$ cat src/rtl/dcache_qspi.sv
// dcache_qspi: moves one 8-nibble cache line between the data cache
// and a quad-SPI PSRAM, staging it in a local line buffer.
module dcache_qspi #(
  parameter int PA = 22,
  parameter logic [7:0] READ_CMD = 8'hEB,
  parameter logic [7:0] WRITE_CMD = 8'h38,
  parameter int READ_DUMMY = 6
) (
  input  logic          clk,
  input  logic          reset,
  input  logic          req,
  input  logic          push,
  input  logic          pull,
  input  logic [PA-3:0] tag,
  input  logic [3:0]    dwrite,
  output logic [3:0]    dread,
  output logic          rstrobe_d,
  output logic          wstrobe_d,
  output logic          busy,
  output logic          done,
  output logic          spi_cs_n,
  output logic          spi_sck,
  output logic          spi_oe,
  output logic [3:0]    spi_dout,
  input  logic [3:0]    spi_din
);

  typedef enum logic [2:0] {
    IDLE,
    WCAP,
    CMD,
    ADDR,
    DUMMY,
    DATA,
    FILL,
    DONE
  } state_t;

  localparam logic [3:0] DLAST = 4'(READ_DUMMY - 1);

  state_t        state;
  logic          phase;
  logic [3:0]    cnt;
  logic [2:0]    idx;
  logic          op;
  logic [PA-3:0] line;
  logic [3:0]    line_buf [8];

  logic [23:0]   addr;
  logic [3:0]    anib [6];
  logic [3:0]    cnt_nx;
  logic [2:0]    idx_nx;

  assign addr   = 24'({line, 2'b00});
  assign cnt_nx = cnt + 4'd1;
  assign idx_nx = idx + 3'd1;

  always_comb begin
    for (int i = 0; i < 6; i++) begin
      anib[i] = addr[23-4*i -: 4];
    end
  end

  always_ff @(posedge clk or posedge reset) begin
    if (reset) begin
      state     <= IDLE;
      phase     <= 1'b0;
      cnt       <= '0;
      idx       <= '0;
      op        <= 1'b0;
      line      <= '0;
      for (int i = 0; i < 8; i++) begin
        line_buf[i] <= '0;
      end
      spi_cs_n  <= 1'b1;
      spi_sck   <= 1'b0;
      spi_oe    <= 1'b0;
      spi_dout  <= '0;
      rstrobe_d <= 1'b0;
      wstrobe_d <= 1'b0;
      dread     <= '0;
      busy      <= 1'b0;
      done      <= 1'b0;
    end else begin
      done <= 1'b0;
      unique case (state)
        IDLE: begin
          if (req && (push || pull)) begin
            line  <= tag;
            op    <= push;
            cnt   <= '0;
            idx   <= '0;
            phase <= 1'b0;
            busy  <= 1'b1;
            if (push) begin
              state     <= WCAP;
              rstrobe_d <= 1'b1;
            end else begin
              state    <= CMD;
              spi_cs_n <= 1'b0;
              spi_oe   <= 1'b1;
              spi_sck  <= 1'b0;
              spi_dout <= READ_CMD[7:4];
            end
          end
        end
        WCAP: begin
          line_buf[idx] <= dwrite;
          idx <= idx_nx;
          // strobe stays high all 8 cycles; the cache restarts its offset on a gap
          if (idx == 3'd7) begin
            rstrobe_d <= 1'b0;
            state     <= CMD;
            cnt       <= '0;
            phase     <= 1'b0;
            spi_cs_n  <= 1'b0;
            spi_oe    <= 1'b1;
            spi_sck   <= 1'b0;
            spi_dout  <= WRITE_CMD[7:4];
          end
        end
        FILL: begin
          if (idx == 3'd7) begin
            wstrobe_d <= 1'b0;
            dread     <= '0;
            idx       <= '0;
            state     <= DONE;
            done      <= 1'b1;
          end else begin
            idx   <= idx_nx;
            dread <= line_buf[idx_nx];
          end
        end
        DONE: begin
          busy  <= 1'b0;
          state <= IDLE;
        end
        default: begin
          // beat: phase 0 sck low with new data, phase 1 sck high
          phase   <= ~phase;
          spi_sck <= ~phase;
          if (phase) begin
            unique case (state)
              CMD: begin
                if (cnt == 4'd0) begin
                  cnt      <= 4'd1;
                  spi_dout <= op ? WRITE_CMD[3:0]
                                 : READ_CMD[3:0];
                end else begin
                  cnt      <= '0;
                  state    <= ADDR;
                  spi_dout <= anib[0];
                end
              end
              ADDR: begin
                if (cnt == 4'd5) begin
                  cnt <= '0;
                  if (op) begin
                    state    <= DATA;
                    spi_dout <= line_buf[0];
                  end else begin
                    state    <= (READ_DUMMY == 0) ? DATA
                                                  : DUMMY;
                    spi_oe   <= 1'b0;
                    spi_dout <= '0;
                  end
                end else begin
                  cnt      <= cnt_nx;
                  spi_dout <= anib[cnt_nx[2:0]];
                end
              end
              DUMMY: begin
                if (cnt == DLAST) begin
                  cnt   <= '0;
                  state <= DATA;
                end else begin
                  cnt <= cnt_nx;
                end
              end
              DATA: begin
                if (!op) begin
                  line_buf[idx] <= spi_din;
                end
                if (idx == 3'd7) begin
                  idx      <= '0;
                  spi_cs_n <= 1'b1;
                  spi_oe   <= 1'b0;
                  spi_dout <= '0;
                  if (op) begin
                    state <= DONE;
                    done  <= 1'b1;
                  end else begin
                    state     <= FILL;
                    wstrobe_d <= 1'b1;
                    dread     <= line_buf[0];
                  end
                end else begin
                  idx <= idx_nx;
                  if (op) begin
                    spi_dout <= line_buf[idx_nx];
                  end
                end
              end
              default: ;
            endcase
          end
        end
      endcase
    end
  end

endmodule

$ cat config.mk
export PLATFORM = sky130hd
export DESIGN_NAME = dcache_qspi
export DESIGN_NICKNAME = d
export VERILOG_FILES = /design/src/rtl/dcache_qspi.sv
export SDC_FILE = /design/constraint.sdc
export NUM_CORES = 1
export LEC_CHECK = 0
export CORE_MARGIN = 2
export CORE_UTILIZATION = 51
export CTS_CLUSTER_SIZE = 16
export DETAILED_ROUTE_END_ITERATION = 10
export MAX_ROUTING_LAYER = met4
export PLACE_DENSITY = 0.82
export SLEW_MARGIN = 20
export SYNTH_ARGS = -nofsm -noshare
export SYNTH_HDL_FRONTEND = slang
export SYNTH_SLANG_ARGS = --single-unit
export TNS_END_PERCENT = 1
$ cat constraint.sdc
create_clock -name clk -period 2.66 [get_ports clk]
set_clock_uncertainty 0.2 [all_clocks]
set_input_delay 0.532 -clock clk [delete_from_list [all_inputs] [get_ports clk]]
set_output_delay 0.532 -clock clk [all_outputs]
set_load 0.005 [all_outputs]
==> flow_summary.toml <==
[global_routing]
grt_use_met1 = 0.332
met3_usage = 0.0392
grt_usage = 0.263
grt_pass1_wl_mm = 18.1
top_usage_layer = "met2"
antenna_found_initial = 0
grt_use_met2 = 0.436
grt_overflow = 0
grt_pass1_vias = 3738
grt_max_degree = 80

[synthesis]
yosysWarnings = 0
ys_ff_latch = 79
ys_async_sr_fraction = 1.00
synth-seq-area-share = 0.455
synth.net_count = 468
synth.distinct_cells = 59
ys.flop_type = "dfrtp_1"
syn_avg_cell_area_um2 = 10.2
synth-edff-count = 0
syn_area_um2 = 4350
synthCells = 427

[cts]
cts_root_buf = "clkbuf_8"
clk_pin_slew_ns = 0.09
numClockSinks = 79
cts_buffers = 9
worstSkewPairLatency_ns = 0.36
cts_resized = 0
cts_setup_buffers = 0
cts_tree = "yes"
cts_buffer_depth = 2
htreeDepth = 3
hold_buffers = 0

[floorplan]
fp.dieW_um = 96.3
rows = 33
floorplan.initialDensity = 0.526
die_h_um = 96.3
core_area_um2 = 8260
io_pins = 48
die-area_um2 = 9280

[cells_and_area]
areaGrowthSynthToFinish_pct = 22.7
nFillCells = 691
multi_input_area_um2 = 2210
antennaDiodeCount = 0
nets = 543
layout-drive-gt1-share = 0.211
regArea_um2 = 1980

[min_path]
holdCritPathClass = "flop to flop"

[sta]
min_period_over_period = 0.905
relSlewSlack = 0.615
tightest_slew_ns = 0.561
finalMaxSlewViolations = 0
fin_setup_tns_ns = 0
hold_viol = 0
max_freq_mhz = 416
rsz0062_at_grt = "no"
whs_ns = 0.284
finalCriticalPeriod_ns = 2.41
setup_viol = 0

[setup_path]
r2r_cells = 7
rrSetupSlack_ns = 0.25
worstSetupEndpoint = "state[1]"
slowest_stage = "or3b_2"
path_max_fanout = 7
crit_path_max_incr_delay_ns = 0.49
critPathLaunchType = "flop"
end_kind = "flop"
r2r-end = "state[1]"
r2r_start = "cnt[0]"
crit_chain = "inv_1, ha_1, or3b_2, mux2i_1, a222oi_1, o21ai_1, mux2_2"
crit_type = "flop to flop"
cp.required_ns = 2.70
crit_start = "cnt[0]"
arrival_ns = 2.45

[place]
dp_hpwl_mm = 7.83
port-buffer-count = 47
globalplace.congestion = 0.904

[power_and_ir_drop]
pwr-share-clk = 0.362
p_seq_frac = 0.566
netSwitchingFraction = 0.240
combPwrFrac = 0.072
ir_worst_vdd_uv = 412
p_int_uw = 1700
leakage_uw = 0.00235
switchingPower_uw = 536
power-per-cell-area_nw_per_um2 = 419

[drt]
first_pass_iters = 5
drt-total-wl_mm = 10.6
drtIter0Drc = 192
via_per_inst = 5.89
ant_nets = 0
wl_per_cell_um = 17.3
vias = 3600
drc = 0

[outcome]
status = "finished clean"

[job]
max-cap-violations = 0
==> critical path, delay by kind of cell, from the launching register on <==
family / cells / cell delay, ns
flops: 1 / 0.46
compound gates: 2 / 0.30
fa+ha+maj: 1 / 0.16
mux: 2 / 0.55
buf+inv: 1 / 0.13
simple gates: 1 / 0.49
==> placed cells by master (no fill, tap or decap), drive strengths merged, types with 3 or more instances in the layout <==
cell type	instances
o21a	3
a21boi	3
clkdlybuf4s50	47
nor3	12
ha	8
nor2	33
mux4	10
a221oi	3
a21oi	32
clkbuf	11
mux2	31
nor3b	3
o31ai	4
mux2i	16
nand3	9
o21ai	45
buf	38
and3b	3
o211ai	3
nand2	51
nand2b	4
dfrtp	78
inv	16
nor2b	4
or3	3
==> Yosys cell counts (all sizes together), types with 3 or more instances <==
library cell	number	area (µm²)
nor2	33	126
a21oi	32	160
buf	14	75.1
nor2b	4	25.0
nor3b	3	45.1
mux4	10	225
clkbuf	7	26.3
mux2i	16	160
o31ai	4	30.0
or3	3	18.8
o211ai	3	22.5
a221oi	3	38.8
nand3	9	45.0
nand2b	4	32.5
nor3	12	82.6
inv	16	60.1
a21boi	3	22.5
ha	8	100
mux2	31	349
and3b	3	26.3
o21a	3	22.5
nand2	51	191
dfrtp	78	1950
o21ai	45	233
==> per-layer routing <==
layer / vias up / part of all wire
met5: - / 0
met4: 0 / 0.021
met3: 24 / 0.047
met2: 119 / 0.50
met1: 1758 / 0.43
li1: 1699 / -
==> flip-flops by register name, indices dropped and copies added, names as in the netlist, 3 cells and up <==
register  cells
cnt           4
dread         4
idx           3
line         20
line_buf     32
spi_dout      4
state         3
==> worst min-delay path by stage <==
| stage | startpoint | end | slack [ns] | cells past startpoint |
|---|---|---|---|---|
| finish | line_buf[10] | line_buf[10] | 0.28 | 2 |
| global route | line_buf[17] | line_buf[17] | 0.32 | 2 |
| CTS | line_buf[24] | line_buf[24] | 0.29 | 2 |
| detailed placement | line_buf[24] | line_buf[24] | 0.27 | 2 |
| global placement | line_buf[27] | line_buf[27] | 0.26 | 2 |
| floorplan | line_buf[0] | line_buf[0] | 0.24 | 2 |
==> power groups by stage <==
| stage | logic, µW | registers (µW) | clock network (µW) |
|---|---|---|---|
| after floorplan | 81.9 | 1280 | 0 |
| after global placement | 156 | 1280 | 0 |
| after detailed placement | 163 | 1290 | 0 |
| after CTS | 163 | 1260 | 822 |
| after global routing | 179 | 1270 | 865 |
| final | 160 | 1260 | 808 |
==> through the flow <==
step | std cells | cell area (µm²) | utilization | setup WS (ns) | power (µW)
6_report | 611 | 5330 | 0.646 | 0.254 | 2230
5_1_grt | 611 | 5330 | 0.646 | 0.161 | 2310
4_1_cts | 611 | 5330 | 0.646 | 0.277 | 2250
3_5_place_dp | 596 | 5160 | 0.625 | 0.00801 | 1450
3_3_place_gp | 596 | 5160 | 0.625 | 0.0494 | 1440
2_1_floorplan | 427 | 4350 | - | 0.241 | 1360
==> layout make-up <==
cell class	instances	area share
Multi-Input combinational cell	311	0.414
Sequential cell	79	0.371
Timing Repair Buffer	85	0.146
Clock buffer	11	0.0265
Tap cell	105	0.0246
Inverter	16	0.0120
Clock inverter	4	0.00563
==> cells by family after synthesis <==
| kind of cell | synth area share |
|---|---|
| AO/OA/AOI/OAI | 0.158 |
| XOR/XNOR | 0.00403 |
| adder cells (fa/ha/maj) | 0.0230 |
| buffers and inverters | 0.0371 |
| flip-flops | 0.455 |
| multiplexers | 0.169 |
| AND/OR/NAND/NOR | 0.154 |
(Power assumes the default switching activity.)
